===== config.mk =====
export PLATFORM = sky130hd
export DESIGN_NAME = tick_divider
export DESIGN_NICKNAME = d
export VERILOG_FILES = /design/src/rtl/tick_divider.sv
export SDC_FILE = /design/constraint.sdc
export NUM_CORES = 1
export LEC_CHECK = 0
export ABC_CLOCK_PERIOD_IN_PS = 3800
export CAP_MARGIN = 10
export CORE_ASPECT_RATIO = 0.7
export CORE_MARGIN = 4
export CORE_UTILIZATION = 23
export DETAILED_ROUTE_END_ITERATION = 6
export DONT_BUFFER_PORTS = 1
export HOLD_SLACK_MARGIN = 0.12
export PLACE_DENSITY = 0.48
export SYNTH_ARGS = -nofsm -noshare
export SYNTH_HDL_FRONTEND = slang
export SYNTH_SLANG_ARGS = --single-unit

===== constraint.sdc =====
create_clock -name clk -period 3.8 [get_ports clk]
set_clock_uncertainty 0.1 [all_clocks]
set_input_delay 0.38 -clock clk [delete_from_list [all_inputs] [get_ports clk]]
set_output_delay 0.38 -clock clk [all_outputs]
set_load 0.01 [all_outputs]

===== src/rtl/tick_divider.sv =====
// Programmable tick / clock-enable generator with run, pause and restart control.
// Produces a one-cycle tick every div_reg cycles and a square wave toggling on each tick.
module tick_divider #(
  parameter int CNT_W       = 27,
  parameter int DEFAULT_DIV = 125000000,
  parameter int TCNT_W      = 16
) (
  input  logic              clk,
  input  logic              rst,
  input  logic              start,
  input  logic              hold,
  input  logic              div_load,
  input  logic [CNT_W-1:0]  div_val,
  output logic              tick,
  output logic              clk_div,
  output logic              running,
  output logic [TCNT_W-1:0] tick_count
);

  typedef enum logic [1:0] {IDLE, RUN, PAUSE} state_t;

  localparam logic [CNT_W-1:0] DEF_DIV = CNT_W'(DEFAULT_DIV);
  localparam logic [CNT_W-1:0] MIN_DIV = CNT_W'(2);

  function automatic logic [CNT_W-1:0] clamp_div(input logic [CNT_W-1:0] v);
    return (v < MIN_DIV) ? MIN_DIV : v;
  endfunction

  state_t             state_q, state_d;
  logic [CNT_W-1:0]   cnt_q, cnt_d;
  logic [CNT_W-1:0]   div_reg_q, div_reg_d;
  logic [CNT_W-1:0]   div_pend_q, div_pend_d;
  logic               pend_v_q, pend_v_d;
  logic               start_d_q, start_d_d;
  logic               tick_q, tick_d;
  logic               clk_div_q, clk_div_d;
  logic               running_q, running_d;
  logic [TCNT_W-1:0]  tick_count_q, tick_count_d;
  logic               start_rise;
  logic               wrap;

  assign start_rise = start & ~start_d_q;
  assign wrap       = (cnt_q == (div_reg_q - CNT_W'(1)));

  always_comb begin
    state_d      = state_q;
    cnt_d        = cnt_q;
    div_reg_d    = div_reg_q;
    div_pend_d   = div_pend_q;
    pend_v_d     = pend_v_q;
    start_d_d    = start;
    tick_d       = 1'b0;
    clk_div_d    = clk_div_q;
    tick_count_d = tick_count_q;

    if (!start) begin
      state_d   = IDLE;
      cnt_d     = '0;
      clk_div_d = 1'b0;
      pend_v_d  = 1'b0;
      // A load on the cycle we are already idle still counts as an idle load.
      if (div_load && state_q == IDLE) div_reg_d = clamp_div(div_val);
    end else if (start_rise) begin
      state_d      = RUN;
      cnt_d        = '0;
      tick_count_d = '0;
      clk_div_d    = 1'b0;
      pend_v_d     = 1'b0;
      if (div_load) div_reg_d = clamp_div(div_val);
    end else begin
      case (state_q)
        IDLE: begin
          cnt_d = '0;
          if (div_load) div_reg_d = clamp_div(div_val);
        end
        RUN, PAUSE: begin
          if (hold) begin
            state_d = PAUSE;
          end else begin
            state_d = RUN;
            if (wrap) begin
              cnt_d        = '0;
              tick_d       = 1'b1;
              clk_div_d    = ~clk_div_q;
              tick_count_d = tick_count_q + TCNT_W'(1);
              if (pend_v_q) begin
                div_reg_d = div_pend_q;
                pend_v_d  = 1'b0;
              end
            end else begin
              cnt_d = cnt_q + CNT_W'(1);
            end
          end
          // Placed after the wrap so a coincident load becomes the next pending value.
          if (div_load) begin
            div_pend_d = clamp_div(div_val);
            pend_v_d   = 1'b1;
          end
        end
        default: state_d = IDLE;
      endcase
    end

    running_d = (state_d == RUN);
  end

  always_ff @(posedge clk) begin
    if (rst) begin
      state_q      <= IDLE;
      cnt_q        <= '0;
      div_reg_q    <= DEF_DIV;
      div_pend_q   <= '0;
      pend_v_q     <= 1'b0;
      start_d_q    <= 1'b0;
      tick_q       <= 1'b0;
      clk_div_q    <= 1'b0;
      running_q    <= 1'b0;
      tick_count_q <= '0;
    end else begin
      state_q      <= state_d;
      cnt_q        <= cnt_d;
      div_reg_q    <= div_reg_d;
      div_pend_q   <= div_pend_d;
      pend_v_q     <= pend_v_d;
      start_d_q    <= start_d_d;
      tick_q       <= tick_d;
      clk_div_q    <= clk_div_d;
      running_q    <= running_d;
      tick_count_q <= tick_count_d;
    end
  end

  assign tick       = tick_q;
  assign clk_div    = clk_div_q;
  assign running    = running_q;
  assign tick_count = tick_count_q;

endmodule


### Word level (Yosys, flattened, before mapping)

Cells that the tools add are included.

* flip-flop bits (word level): 104
* output and inout port bits: 19
* word-level logic and storage cells: 72

* $add $sub $neg: 3
* magnitude comparators: 1
* eq/ne operators: 11
* mux-type cells: 24
* bitwise gates (word level): 7
* reductions and logical operators: 16

Operators by type and width (count)
* 2-to-1 mux 27 bit: 10
* one-hot mux 27 bit (2 select lines): 2
* 2-to-1 mux 16 bit: 4
* adder 27 x 1 -> 27 bit, second input constant: 1
* == test 27 bit: 1
* < comparator 27 x 2 -> 1 bit, second input constant: 1
* subtractor 27 x 1 -> 27 bit, second input constant: 1
* adder 16 x 1 -> 16 bit, second input constant: 1
* inequality test 4 bit, second input constant: 3
* nonzero test 2 bit: 5
* AND reduction 4 bit: 2
* 2-to-1 mux 2 bit: 3
* NOT 1 bit: 6
* AND reduction 3 bit: 2
* AND reduction 5 bit: 1
* OR reduction 5 bit: 1
* == test 2 x 1 -> 1 bit, second input constant: 2
* 2-to-1 mux 1 bit: 4
* inequality test 2 x 1 -> 1 bit, second input constant: 2
* inequality test 4 x 1 -> 1 bit, second input constant: 1
* one-hot mux 2 bit (2 select lines): 1
* OR reduction 3 bit: 1
* == test 2 bit, second input constant: 1
* zero test 2 bit: 1
* 5 further kinds: 5

### Depth between registers and ports, before layout

* word-level depth: 7
* mapped depth: 13
* mapped depth without buffers: 10

### Worst setup path before layout

Ideal clock, no wire load.

* kind: register -> register
* from: register div_reg_q[0]
* to: register cnt_q[16]
* library setup time: 0.115 ns
* data arrival time: 3.538 ns
* setup slack: 0.048 ns
* stages on the path, launching flop included: 14
* clock period less this slack: 3.752 ns
* cells stage by stage: dfxtp_1 > clkbuf_1 > inv_1 > ha_1 > nor3b_1 > nand4_1 > xnor2_1 > or4_1 > or4_4 > nor4b_4 > or3_1 > buf_2 > buf_4 > nor2_1

* word-level cells in the longest chain between the ends: 5

Ends and longest elaborated chain
* start, declared: line 31 `logic [CNT_W-1:0] div_reg_q, div_reg_d;`
* start signal, assigned: line 122 `div_reg_q <= div_reg_d;`
* subtractor 27 x 1 -> 27 bit: line 43 `assign wrap = (cnt_q == (div_reg_q - CNT_W'(1)));`
* == test 27 bit: line 43
* 2-to-1 mux 27 bit: line 81 `if (wrap) begin`
* 2-to-1 mux 27 bit: line 77 `if (hold) begin`
* one-hot mux 27 bit (2 select lines): line 71 `case (state_q)`
* end signal, assigned: line 121 `cnt_q <= cnt_d;`
* end, declared: line 30 `logic [CNT_W-1:0] cnt_q, cnt_d;`

No other way between the ends. The select of a mux whose other input is x is not followed.
A chain may end at the register's enable or synchronous reset.

### Worst setup path in the final report

* from: register div_reg_q[17]
* to: register tick_count_q[1] (netlist: tick_count[1])

* word-level cells in the longest chain between the ends: 4

Ends and longest elaborated chain
* subtractor 27 x 1 -> 27 bit: line 43
* == test 27 bit: line 43
* nonzero test 2 bit (no source line)
* AND reduction 4 bit (no source line)
* end signal, assigned: line 129 `tick_count_q <= tick_count_d;`
* end, declared: line 38 `logic [TCNT_W-1:0] tick_count_q, tick_count_d;`

No other way between the ends.

==> results.yml <==
floorplanning:
  fp.dieArea_um2: 29200
  die_h_um: 144
  ios: 51
  core_um2: 25900
  row_count: 49
  start_util_pct: 23.6
  die_w_um: 203
placed_design:
  dp_cells: 1107
  dp_hpwl_mm: 13.2
  place_ws_ns: 0.231
  dpl-instance-area_um2: 6590
  io_buffers: 0
  globalplace.congestion: 0.948
route:
  via_per_inst: 5.00
  drtPass1Iterations: 5
  via_count: 5775
  wl_per_cell_um: 17.2
  drt_wl_total_mm: 19.9
  first_iter_violations: 438
  drc: 0
  ant_nets: 0
critical_path:
  critPathMostFrequentCell: "or4_1"
  r2r_start: "div_reg_q[17]"
  regToRegEndpoint: "tick_count[1]"
  slowest_delay_ns: 0.61
  critical_path_class: "reg -> reg"
  crit_family: "simple AND/OR/NAND/NOR gates"
  rrSetupSlack_ns: 0.16
  arrival_ns: 3.80
  crit_slowest_cell: "or4_1"
  crit_path_cell_trace: "or4_1 > or3b_2 > a2111oi_0 > nor3_1 > or4b_1 > or4_1 > and4b_1 > a21o_1"
  end_kind: "flip-flop"
  path_buf_inv: 0
  required_ns: 3.96
  worstPathMaxFanout: 4
  startpoint_type: "flip-flop"
  r2r_cells: 8
layout:
  final_common_cell: "dfxtp_1"
  num_antenna_cells: 0
  area_delta_synth_final_pct: 18.3
  final_net_count: 831
  mostFrequentLayoutCells: "104 x dfxtp_1, 84 x nor2_1, 84 x nand2_1, 50 x a21oi_1, 34 x inv_1"
  fin_util_pct: 27.9
  design_area_um2: 7210
  drive_gt1_share_pct: 9.39
  stdcell_count: 1156
flow_run:
  cap_viol_max_count: 0
cts:
  htree_levels: 3
  clock_sinks: 104
  cts_buffer_depth: 2
  cts_root_buffer: "clkbuf_16"
  cts_tree: "built"
  cts_resized: 0
  clkLatencyLatePin_ns: 0.36
  path_clk_slew_ns: 0.08
  cts_buffers: 9
logic_synthesis:
  syn_area_per_cell_um2: 7.86
  syn_area_um2: 6100
  synth_top_cell_area_share_pct: 34.1
  synthTopCellsByArea: "dfxtp_1 34%, nand2_1 5.2%, nor2_1 5.2%"
  async_reset_ff_share_pct: 0
  ys_warn_count: 0
  netlist_instances: 776
  synthFlopType: "dfxtp_1"
  ys_ff_latch: 104
  synth_edf_count: 0
  synth_top_area_cell: "dfxtp_1"
  synth_cell_type_count: 64
  synth_nets: 813
  yosysSeqAreaShare_pct: 34.1
hold_path:
  min_path_type: "in -> reg"
  hp-start: "div_val[26]"
  min_to: "div_reg_q[26]"
  holdPathStages: 2
timing:
  drv_slew: 0
  post-route-period-util_pct: 95.9
  max_slew.worst_pin.slew_ns: 0.672
  max_freq_ghz: 0.274
  grt_setup_unrepaired: "no"
  whs_ns: 0.130
  setup-tns-final_ns: 0
  slew_headroom_pct: 55.2
  finalHoldViolations: 0
  setup_viol: 0
  setup_ws_ns: 0.156
  post-route-min-period_ns: 3.64
power_and_ir_drop:
  powerDensity_nw_per_um2: 347
  p_total_mw: 2.50
  vdd_drop_max_uv: 199
  power.static_leakage_nw: 2.34
grt:
  grt_pass1_wl_mm: 31.7
  globalRoute.totalOverflow: 0
  grt_max_degree: 46
  grtUsageTotal_pct: 13.7
  grt_pass1_vias: 5311
  grt_antenna_before_repair: 0
run_status:
  status: "finished clean"
cell usage after synthesis, drive strengths merged, types with 11 or more instances:
library cell / number
a221oi: 14
nand4: 24
clkbuf: 42
mux2i: 14
dfxtp: 104
nor4: 22
a31o: 13
o41ai: 14
inv: 34
a211oi: 16
o22ai: 13
buf: 12
nor2: 84
a22o: 13
xor2: 28
nand3: 19
and3: 11
o21ai: 29
nand2: 84
xnor2: 30
nor3: 14
a21oi: 50
sequential cells by signal (all words and copies together), names as in the netlist:
register,count
cnt_q,27
div_pend_q,27
div_reg_q,27
tick_count,16
state_q,2
clk_div,1
pend_v_q,1
running,1
start_d_q,1
tick,1
power by group:
part           internal [mW]  switching (mW)  leakage, nW  total [mW]
Sequential              1.12          0.0519        0.845        1.17
Combinational          0.175           0.232         1.36       0.407
Clock                  0.469           0.452        0.137       0.921
Total                   1.76           0.736         2.34        2.50
how the worst max path moves through the flow:
stage | from | endpoint | slack [ns] | depth (start not counted)
after CTS | div_reg_q[17] | tick_count[1] | 0.19 | 8
after detailed placement | div_reg_q[17] | tick_count[1] | 0.23 | 8
final | div_reg_q[17] | tick_count[1] | 0.16 | 8
after global routing | div_reg_q[17] | tick_count[1] | 0.02 | 8
after global placement | div_reg_q[17] | tick_count[1] | 0.17 | 8
after floorplan | div_reg_q[0] | cnt_q[16] | 0.05 | 13
what timing repair did:
item,4_1_cts,5_1_grt
buffers inserted,0,2
endpoints found under the setup margin,0,12
hold buffers,30,0
hold endpoints to repair,60,0
worst reg2reg max path: stages (launching register included):
cell       delay (ns)
dfxtp_1          0.33
or4_1            0.61
or3b_2           0.47
a2111oi_0        0.46
nor3_1           0.13
or4b_1           0.53
or4_1            0.55
and4b_1          0.22
a21o_1           0.14
cell type report:
class | instances | area (um2)
Fill cell | 2838 | 18700
Multi-Input combinational cell | 585 | 3690
Sequential cell | 104 | 2080
Timing Repair Buffer | 60 | 591
Tap cell | 357 | 447
Clock buffer | 11 | 243
Inverter | 34 | 128
Clock inverter | 5 | 38.8
layer usage:
layer	share of wire, %	track usage [%]
met1	51	20.0
met2	42	20.5
met3	5.8	3.32
met4	1.1	2.75
met5	0	0
kinds of logic (layout without fill, tap and decap cells):
family / after synthesis / after routing / synth area share [%]
xor gates and xnor gates: 58 / 58 / 8.33
muxes: 14 / 14 / 2.30
DFF: 104 / 104 / 34.1
AOI/OAI and AO/OA: 191 / 191 / 21.3
and+or+nand+nor: 316 / 317 / 27.1
adders and majority gates: 5 / 5 / 1.03
buffers and inverters: 88 / 110 / 5.81
Power figures use the tool's default switching activity.
